**src/rtl/uc_secuenciador.sv**
```systemverilog
// Control unit for the microc datapath: opcode decode plus a run/halt/single-step
// sequencer and a retired-instruction counter.
module uc_secuenciador #(
    parameter int unsigned CNT_W = 16
) (
    input  logic             clk,
    input  logic             reset,
    input  logic [5:0]       Opcode,
    input  logic             zero,
    input  logic             run,
    input  logic             stop,
    input  logic             step,
    output logic             s_inc,
    output logic             s_inm,
    output logic             we,
    output logic             wez,
    output logic [2:0]       ALUOp,
    output logic             pc_en,
    output logic             halted,
    output logic             busy,
    output logic             illegal,
    output logic [CNT_W-1:0] instr_count
);

    typedef enum logic [1:0] {StIdle, StRun, StHalt} state_e;

    state_e             state_q, state_d;
    logic               skip_q, skip_d;
    logic               illegal_q, illegal_d;
    logic [CNT_W-1:0]   count_q, count_d;

    logic       exec;
    logic       nop_mode;
    logic       halt_like;
    logic       is_illegal;
    logic       halting;
    logic       dec_s_inc, dec_s_inm, dec_we, dec_wez, dec_pc_en;
    logic [2:0] dec_alu;

    always_comb begin
        exec     = (state_q == StRun) || (step && !stop && !run);
        // Leaving a halt: a halt/illegal at PC must not re-halt, so it retires as a NOP.
        nop_mode = (state_q == StRun && skip_q) || (state_q == StHalt);
    end

    always_comb begin
        dec_s_inc  = 1'b1;
        dec_s_inm  = 1'b0;
        dec_we     = 1'b0;
        dec_wez    = 1'b0;
        dec_pc_en  = 1'b0;
        dec_alu    = 3'b000;
        halt_like  = 1'b0;
        is_illegal = 1'b0;
        if (Opcode[5]) begin
            dec_alu   = Opcode[4:2];
            dec_we    = 1'b1;
            dec_wez   = 1'b1;
            dec_pc_en = 1'b1;
        end else if (Opcode[5:2] == 4'b0100) begin
            dec_s_inm = 1'b1;
            dec_we    = 1'b1;
            dec_pc_en = 1'b1;
        end else if (Opcode[5:2] == 4'b0000) begin
            unique case (Opcode[1:0])
                2'b00: begin dec_s_inc = 1'b0;  dec_pc_en = 1'b1; end
                2'b01: begin dec_s_inc = ~zero; dec_pc_en = 1'b1; end
                2'b10: begin dec_s_inc = zero;  dec_pc_en = 1'b1; end
                2'b11: begin halt_like = 1'b1;  dec_pc_en = nop_mode; end
            endcase
        end else begin
            halt_like  = 1'b1;
            is_illegal = 1'b1;
            dec_pc_en  = nop_mode;
        end
    end

    always_comb begin
        s_inc = 1'b1;
        s_inm = 1'b0;
        we    = 1'b0;
        wez   = 1'b0;
        pc_en = 1'b0;
        ALUOp = 3'b000;
        if (exec) begin
            s_inc = dec_s_inc;
            s_inm = dec_s_inm;
            we    = dec_we;
            wez   = dec_wez;
            pc_en = dec_pc_en;
            ALUOp = dec_alu;
        end
    end

    always_comb begin
        halting   = exec && halt_like && !nop_mode;
        state_d   = state_q;
        skip_d    = skip_q;
        illegal_d = illegal_q | (exec && is_illegal);
        count_d   = (exec && dec_pc_en) ? count_q + CNT_W'(1) : count_q;
        unique case (state_q)
            StIdle: begin
                if (!stop && run) begin
                    state_d = StRun;
                end else if (halting) begin
                    state_d = StHalt;
                end
            end
            StRun: begin
                skip_d = 1'b0;
                if (halting || stop) begin
                    state_d = StHalt;
                end
            end
            StHalt: begin
                if (!stop && run) begin
                    state_d = StRun;
                    skip_d  = 1'b1;
                end
            end
            default: state_d = StIdle;
        endcase
    end

    always_ff @(posedge clk) begin
        if (!reset) begin
            state_q   <= StIdle;
            skip_q    <= 1'b0;
            illegal_q <= 1'b0;
            count_q   <= '0;
        end else begin
            state_q   <= state_d;
            skip_q    <= skip_d;
            illegal_q <= illegal_d;
            count_q   <= count_d;
        end
    end

    assign busy        = (state_q == StRun);
    assign halted      = (state_q == StHalt);
    assign illegal     = illegal_q;
    assign instr_count = count_q;

endmodule

```
**config.mk**
```make
export PLATFORM = sky130hd
export DESIGN_NAME = uc_secuenciador
export DESIGN_NICKNAME = d
export VERILOG_FILES = /design/src/rtl/uc_secuenciador.sv
export SDC_FILE = /design/constraint.sdc
export NUM_CORES = 1
export LEC_CHECK = 0
export CORE_ASPECT_RATIO = 0.8
export CORE_MARGIN = 2
export CORE_UTILIZATION = 46
export DETAILED_ROUTE_END_ITERATION = 7
export GPL_TIMING_DRIVEN = 0
export PLACE_DENSITY = 0.79
export SETUP_SLACK_MARGIN = 0.02
export SYNTH_ARGS = -nofsm -noshare
export SYNTH_HDL_FRONTEND = slang
export SYNTH_SLANG_ARGS = --single-unit
```
**constraint.sdc**
```tcl
create_clock -name clk -period 2.2 [get_ports clk]
set_input_delay 0.44 -clock clk [delete_from_list [all_inputs] [get_ports clk]]
set_output_delay 0.44 -clock clk [all_outputs]
set_load 0.005 [all_outputs]
```
== Word level (Yosys, flattened, before mapping) ==
Cells that the tools add are included.

* Register bits: 20
* Bits in latches: 0
* Memory bits (writable): 0
* ROM bits: 0
* Bits of input ports: 12
* Output and inout port bits: 27
* Logic and storage cells: 70
* Memories: 0

* $add $sub $neg: 1
* Multipliers: 0
* Div/mod/pow operators: 0
* $lt $le $gt $ge: 0
* Equality and inequality tests: 9
* Shift operators: 0
* Mux-type cells: 33
* Bitwise operators: 2
* Reductions and logical operators: 21

{| class="wikitable"
|+ Operator list
! kind !! count
|-
| $mux W1 || 23
|-
| $add A16 B1 Y16 const B || 1
|-
| $logic_and A1 B1 Y1 || 8
|-
| $mux W2 || 4
|-
| $eq A2 B2 Y1 const B || 3
|-
| $mux W3 || 2
|-
| $pmux W2 S3 || 1
|-
| $eq A2 B1 Y1 const B || 2
|-
| $eq A4 B3 Y1 const B || 1
|-
| $logic_not A2 Y1 || 2
|-
| $logic_not A4 Y1 || 1
|-
| $ne A2 B1 Y1 const B || 2
|-
| $pmux W1 S2 || 2
|-
| $logic_not A1 Y1 || 3
|-
| $logic_or A1 B1 Y1 || 3
|-
| $ne A3 B3 Y1 const B || 1
|-
| $pmux W1 S3 || 1
|-
| $reduce_and A3 Y1 || 1
|-
| $reduce_or A3 Y1 || 1
|-
| $reduce_and A2 Y1 || 1
|-
| $reduce_bool A2 Y1 || 1
|-
| $not A1 Y1 || 1
|-
| $or A1 B1 Y1 || 1
|}

== Depth between registers and ports, before layout ==
Gate-level depths: netlist of run 1.

* Depth in word-level cells: 10
* Depth in mapped cells: 6
* Gate-level depth less buffers: 4

== Least setup slack after synthesis of run 1 ==
No wires, ideal clock.

* Path kind: input to output
* From: input port Opcode[5]
* To: output port pc_en
* Arrival time: 1.455 ns
* Data required time: 1.760 ns
* Path slack: 0.305 ns
* Stages: 5
* Buffers on the path: 3
* Path through: clkbuf_1 a2111oi_4 buf_6 buf_12 nor2_1

* Cells in the longest elaborated chain, start to end: 5
* Elaborated cells on any way between the ends: 6
* Classes of those cells: eq/ne: 1; mux: 4; reduce/logical: 1

{| class="wikitable"
|+ Ends and longest elaborated chain
! item !! RTL line !! RTL
|-
| start: declaration || 8 || <nowiki>input logic [5:0] Opcode,</nowiki>
|-
| $logic_not A4 Y1 || 64 || <nowiki>end else if (Opcode[5:2] == 4'b0000) begin</nowiki>
|-
| $mux W1 || 64 ||
|-
| $mux W1 || 60 || <nowiki>end else if (Opcode[5:2] == 4'b0100) begin</nowiki>
|-
| $mux W1 * || 55 || <nowiki>if (Opcode[5]) begin</nowiki>
|-
| $mux W1 * || 85 || <nowiki>if (exec) begin</nowiki>
|-
| end: declaration || 18 || <nowiki>output logic pc_en,</nowiki>
|}

Every way passes the cells marked *; elsewhere a longest branch is shown, timed or not.

== Final worst setup path of run 1 ==
* From: input port stop
* To: output port ALUOp[2]

* Cells in the longest elaborated chain, start to end: 5

{| class="wikitable"
|+ Ends and longest elaborated chain
! item !! RTL line !! RTL
|-
| start: declaration || 11 || <nowiki>input logic stop,</nowiki>
|-
| $logic_not A1 Y1 || 41 || <nowiki>exec = (state_q == StRun) || (step && !stop && !run);</nowiki>
|-
| $logic_and A1 B1 Y1 (2 in series) || 41 ||
|-
| $logic_or A1 B1 Y1 || 41 ||
|-
| $mux W3 || 85 ||
|-
| end: declaration || 17 || <nowiki>output logic [2:0] ALUOp,</nowiki>
|}

No other way between the ends.

==> flow_metrics.py, run 1 <==
metrics = {
    "status": {
        "status": "finished, final reports clean",
    },
    "sta": {
        "whs_ns": 0.476,
        "maxSlewViolCount": 0,
        "slew_headroom": 0.548,
        "setup_ws_ns": 0.0698,
        "rsz0062_at_grt": "no",
        "fmax_mhz": 469,
        "setup_violations": 0,
        "fin_worst_skew_ns": 0.00485,
        "period_share": 0.968,
        "worst_pin_slew_ns": 0.678,
        "fin_setup_tns_ns": 0,
        "hold_viol": 0,
        "timing.final.crit_period_ns": 2.13,
    },
    "synth": {
        "synthArstFlopShare": 0,
        "ys_warn_count": 0,
        "yosysTopAreaCell": "dfxtp_1",
        "avgSynthCellArea_sq_um": 9.23,
        "synth_edf_count": 0,
        "synth-seq-cells": 20,
        "synth_cells": 133,
        "syn-num-nets": 146,
        "synth_area_sq_um": 1230,
        "yosys-top-cells-area": "dfxtp_1 (33%), or4_1 (6.1%), a21oi_2 (5.0%)",
        "yosys.area.top_type_share": 0.326,
        "yosysSeqAreaShare": 0.326,
        "synth_ff_type": "dfxtp_1",
        "yosysUniqueCellTypes": 45,
    },
    "global_route": {
        "antenna_found_initial": 0,
        "gr-total-overflow": 0,
        "grt_pass1_wl_mm": 5.75,
        "grt_max_degree": 11,
        "grt_pass1_vias": 1262,
        "grt_use_total": 0.251,
    },
    "clock_network": {
        "clk_pin_slew_ns": 0.10,
        "htreeDepth": 1,
        "cts_buffer_depth": 2,
        "ctsHoldBuffers": 0,
        "clkSinkCount": 20,
        "cts_buffers": 3,
        "clockRootBuffer": "clkbuf_4",
        "clock_latency_ns": 0.30,
        "cts_tree": "built",
    },
    "floorplanning": {
        "initial_utilization": 0.494,
        "io_pins": 39,
        "design.core.area_sq_um": 2480,
        "die_h_um": 50.2,
        "rows": 16,
        "die_width_um": 61.8,
        "die_area_sq_um": 3100,
    },
    "power_and_ir_drop": {
        "ir_drop_uv": 397,
        "p_leak_nw": 0.678,
        "power_mw": 0.707,
        "pwr_density_cell_nw_per_um2": 395,
    },
    "detailed_routing": {
        "vias_per_cell": 5.82,
        "first_pass_iters": 4,
        "drc": 0,
        "ant_nets": 0,
        "drt_iter0_markers": 60,
        "wl_per_cell_um": 15.8,
        "vias": 1303,
        "routed_wl_mm": 3.55,
    },
    "hold_path": {
        "hold_path_class": "reg2reg",
        "hold_depth": 1,
        "worstHoldStart": "illegal",
        "holdPathEnd": "illegal",
    },
    "critical_path": {
        "path_max_fanout": 5,
        "crit_path_cell_trace": "clkdlybuf4s15_2, or3b_4, nand2b_4, buf_4, and3_1, dlygate4sd2_1",
        "reg2reg_from": "state_q[0]",
        "timing.rr.end": "instr_count[7]",
        "reg2reg_depth": 7,
        "path_class": "in2out",
        "crit_family": "simple AND/OR/NAND/NOR gates",
        "cp_slowest_cell": "or3b_4",
        "cp.arrival_ns": 1.69,
        "start_kind": "primary input",
        "max_stage_delay_ns": 0.41,
        "cp-end-kind": "output pin",
        "required_ns": 1.76,
        "rrSetupSlack_ns": 0.36,
        "path_buf_inv": 3,
    },
    "final_layout": {
        "fillers": 216,
        "drive_above_1_share": 0.282,
        "area_delta_synth_final_pct": 45.9,
        "final-instance-count-excl-fill": 224,
        "nets": 203,
        "n_antenna_cell": 0,
    },
    "run": {
        "drv_cap": 0,
    },
    "placed_design": {
        "hpwlAfterDp_mm": 2.35,
        "dp.cells": 206,
        "place.gp.congestion": 0.820,
        "post-place-ws_ns": -0.892,
        "io_buffers": 37,
    },
}
## registers in the layout, indices dropped and copies added (netlist names)
register	flops
instr_count	16
state_q	2
illegal	1
skip_q	1
## cell type report
class | instances | area (sq um) | share of cell area
buffer | 5 | 41.3 | 0.0231
clock buffer | 3 | 22.5 | 0.0126
inverter | 4 | 15.0 | 0.00839
multi-input combinational | 103 | 796 | 0.444
sequential | 20 | 405 | 0.226
tap | 36 | 45.0 | 0.0252
timing repair buffer | 53 | 465 | 0.260
## cells by family after synthesis
| family | count (synthesis) | synth area share |
|---|---|---|
| mux | 4 | 0.0326 |
| flops | 20 | 0.326 |
| simple gates | 60 | 0.306 |
| compound gates | 38 | 0.271 |
| buf+inv | 10 | 0.0540 |
| fa+ha+maj | 1 | 0.0102 |
## power breakdown
group / switching [mW] / internal, mW / total, mW
Combinational: 0.0805 / 0.0822 / 0.163
Sequential: 0.00574 / 0.367 / 0.373
Clock: 0.108 / 0.0638 / 0.171
## worst max-delay path by stage
stage,to,depth (start not counted),start,slack [ns]
finish,ALUOp[2],6,stop,0.07
detailed placement,pc_en,7,Opcode[4],-0.89
global route,ALUOp[2],6,state_q[0],0.02
CTS,pc_en,6,state_q[1],-0.05
global placement,pc_en,7,Opcode[4],-0.82
floorplan,pc_en,5,Opcode[5],0.31
## per-stage QoR
| step | util | area (sq um) |
|---|---|---|
| 6_report | 0.721 | 1790 |
| 3_3_place_gp | 0.662 | 1640 |
| 5_1_grt | 0.721 | 1790 |
| 3_5_place_dp | 0.662 | 1640 |
| 4_1_cts | 0.701 | 1740 |
| 2_1_floorplan | - | 1230 |
## timing repair
item                       4_1_cts  5_1_grt
gates cloned                     0        0
resized for setup               34        9
setup endpoints to repair        8        6
pin swaps                        3        2
setup buffers                    6       10
## per-layer routing
metal	vias up	track usage	part of all wire	routed length, um
met5	-	0	0	0
met4	0	0.0922	0.014	48
met3	8	0.0438	0.056	200
li1	627	-	-	-
met2	50	0.421	0.49	1750
met1	618	0.315	0.44	1550
## cell usage after synthesis, types with 2 or more instances
| cell type | instances |
|---|---|
| nor3_1 | 3 |
| or3_1 | 2 |
| a21oi_1 | 9 |
| a21oi_2 | 7 |
| o31ai_1 | 6 |
| and3_1 | 6 |
| nand2b_1 | 3 |
| nor2b_1 | 2 |
| nand2_1 | 7 |
| inv_1 | 4 |
| mux2i_1 | 4 |
| o21ai_1 | 3 |
| o31ai_2 | 4 |
| or4_1 | 10 |
| dfxtp_1 | 20 |
| nand3_1 | 7 |
| nand4_1 | 3 |
| nor2_1 | 6 |
## placed cells by master (no fill, tap or decap), types with 3 or more instances in the layout
cell	instances
nor3_1	3
clkdlybuf4s50_1	21
buf_4	16
a21oi_1	9
a21oi_2	7
dfxtp_1	18
o31ai_1	6
and3_1	6
nor2_1	4
nand4_1	3
mux2i_1	4
dlygate4sd2_1	10
or4_1	10
nand3_1	7
nand2_1	7
o31ai_2	4
clkbuf_4	3
o21ai_1	3
buf_6	3
inv_1	4
No activity file was read; power rests on OpenSTA's default activity.
==> run 2, diff against run 1 <==
--- a/constraint.sdc
+++ b/constraint.sdc
@@ -3,2 +3,2 @@
 set_output_delay 0.44 -clock clk [all_outputs]
-set_load 0.005 [all_outputs]
+set_load 0.02 [all_outputs]
==> run 2 against run 1 <==
Compared with the run above:
- core utilization down 3.1 points
- hold slack worse by 0.00087 ns
- register-to-register slack gained 0.10 ns
- die area did not move
- wire length decreased by 7.1%
- sequential share of layout area rose by 0.86 points
- critical path type unchanged
- largest power group unchanged
- highest routed layer unchanged
==> flow_metrics.py, run 2 (synthesized netlist as in run 1, its figures left out) <==
metrics = {
    "global_route": {
        "busiest_layer": "met2",
        "met1_usage": 0.307,
        "use_met3": 0.0412,
        "grt_max_degree": 11,
        "grt_pass1_wl_mm": 5.46,
        "antenna_found_initial": 0,
        "gr-total-overflow": 0,
        "grt_use_total": 0.236,
        "grt_pass1_vias": 1208,
        "met2_usage": 0.386,
    },
    "status": {
        "status": "finished, final reports clean",
    },
    "sta": {
        "fmax_mhz": 457,
        "whs_ns": 0.475,
        "hold_viol": 0,
        "period_share": 0.994,
        "slew_headroom": 0.570,
        "setup_violations": 0,
        "maxSlewViolCount": 0,
        "rsz0062_at_grt": "yes",
        "timing.final.crit_period_ns": 2.19,
        "fin_worst_skew_ns": 0.00341,
        "worst_pin_slew_ns": 0.645,
    },
    "hold_path": {
        "hold_path_class": "reg2reg",
        "hold_depth": 1,
    },
    "floorplanning": {
        "design.core.area_sq_um": 2480,
        "die_h_um": 50.2,
        "rows": 16,
        "initial_utilization": 0.494,
        "die_width_um": 61.8,
        "io_pins": 39,
        "die_area_sq_um": 3100,
    },
    "placed_design": {
        "dp.cells": 206,
        "place.gp.congestion": 0.820,
        "hpwlAfterDp_mm": 2.35,
        "io_buffers": 37,
    },
    "critical_path": {
        "path_max_fanout": 10,
        "cp-end-kind": "output pin",
        "reg2reg_from": "state_q[0]",
        "required_ns": 1.76,
        "reg2reg_depth": 6,
        "timing.rr.end": "instr_count[7]",
        "start_kind": "primary input",
        "path_class": "in2out",
        "worstSetupStartpoint": "Opcode[4]",
        "cp.arrival_ns": 1.75,
        "timing.critical_path.to": "pc_en",
        "rrSetupSlack_ns": 0.46,
    },
    "detailed_routing": {
        "first_pass_iters": 4,
        "drc": 0,
        "drt_iter0_markers": 82,
        "routed_wl_mm": 3.30,
        "vias_per_cell": 5.93,
        "wl_per_cell_um": 15.5,
        "ant_nets": 0,
        "vias": 1263,
    },
    "power_and_ir_drop": {
        "power_mw": 0.698,
        "pwr_density_cell_nw_per_um2": 407,
        "pwr-share-clk": 0.242,
        "p_int_mw": 0.500,
        "ir_drop_uv": 382,
        "seq_power_share": 0.535,
        "p_leak_nw": 0.633,
        "p_switching_mw": 0.198,
        "power_frac_comb": 0.223,
        "switching_share": 0.284,
    },
    "clock_network": {
        "cts_buffers": 3,
        "clock_latency_ns": 0.30,
        "ctsHoldBuffers": 0,
        "cts_tree": "built",
        "clk_pin_slew_ns": 0.10,
        "htreeDepth": 1,
        "clockRootBuffer": "clkbuf_4",
        "cts_buffer_depth": 2,
        "clkSinkCount": 20,
    },
    "final_layout": {
        "fillers": 223,
        "drive_above_1_share": 0.249,
        "final-instance-count-excl-fill": 213,
        "area_delta_synth_final_pct": 39.7,
        "nets": 192,
        "final_cell_mix": "clkdlybuf4s50_1 (21), dfxtp_1 (18), or4_1 (10)",
        "final_common_cell": "clkdlybuf4s50_1",
        "largest_register_ffs": 16,
        "n_antenna_cell": 0,
    },
    "run": {
        "drv_cap": 0,
    },
}
-- run 2: cell types whose count changed in the layout (fill, tap and decap cells not counted), sizes merged --
cell | previous run | this run
clkbuf | 6 | 4
dlygate4sd2 | 10 | 7
dlymetal6s2s | 0 | 1
buf | 21 | 17
clkdlybuf4s15 | 3 | 0
-- run 2: worst min path at each step --
stage / from / end / slack (ns)
6_report: illegal / illegal / 0.48
5_1_grt: illegal / illegal / 0.51
4_1_cts: illegal / illegal / 0.48
3_5_place_dp: illegal / illegal / 0.46
3_3_place_gp: illegal / illegal / 0.45
2_1_floorplan: skip_q / skip_q / 0.47
-- run 2: critical path: stages --
cell           delay [ns]
dlygate4sd2_1        0.27
nand3b_4             0.18
a2111oi_4            0.38
buf_6                0.16
buf_12               0.12
nor2_1               0.04
buf_2                0.15
-- run 2: power by group through the flow --
stage / logic [mW] / clock network (mW) / registers (mW)
after global routing: 0.167 / 0.192 / 0.374
after detailed placement: 0.145 / 0 / 0.381
after floorplan: 0.0807 / 0 / 0.383
after CTS: 0.150 / 0.174 / 0.373
after global placement: 0.140 / 0 / 0.381
final: 0.156 / 0.169 / 0.373
-- run 2: layout make-up --
cell class,count,area [sq um],share of cell area
inverter,4,15.0,0.00876
timing repair buffer,41,369,0.215
multi-input combinational,103,802,0.468
clock buffer,3,22.5,0.0131
tap,36,45.0,0.0263
sequential,20,403,0.235
buffer,6,57.6,0.0336
-- run 2: layer usage --
layer / part of all wire / wire, um
met5: 0 / 0
met4: 0.010 / 34
met3: 0.065 / 215
met2: 0.49 / 1600
met1: 0.44 / 1450
-- run 2: metrics by stage --
step           setup TNS, ns   util  cell area (sq um)  worst slack [ns]
2_1_floorplan              0      -               1230             0.257
3_3_place_gp           -7.11  0.662               1640            -0.915
3_5_place_dp           -8.63  0.662               1640            -0.985
4_1_cts             -0.00215  0.676               1680          -0.00215
5_1_grt              -0.0739  0.691               1710           -0.0739
6_report                   0  0.691               1710            0.0137
-- run 2: what timing repair did --
item / in CTS / in global routing
setup buffers: 3 / 1
pin swaps: 2 / 0
gates resized for setup: 50 / 8
setup endpoints to repair: 8 / 8
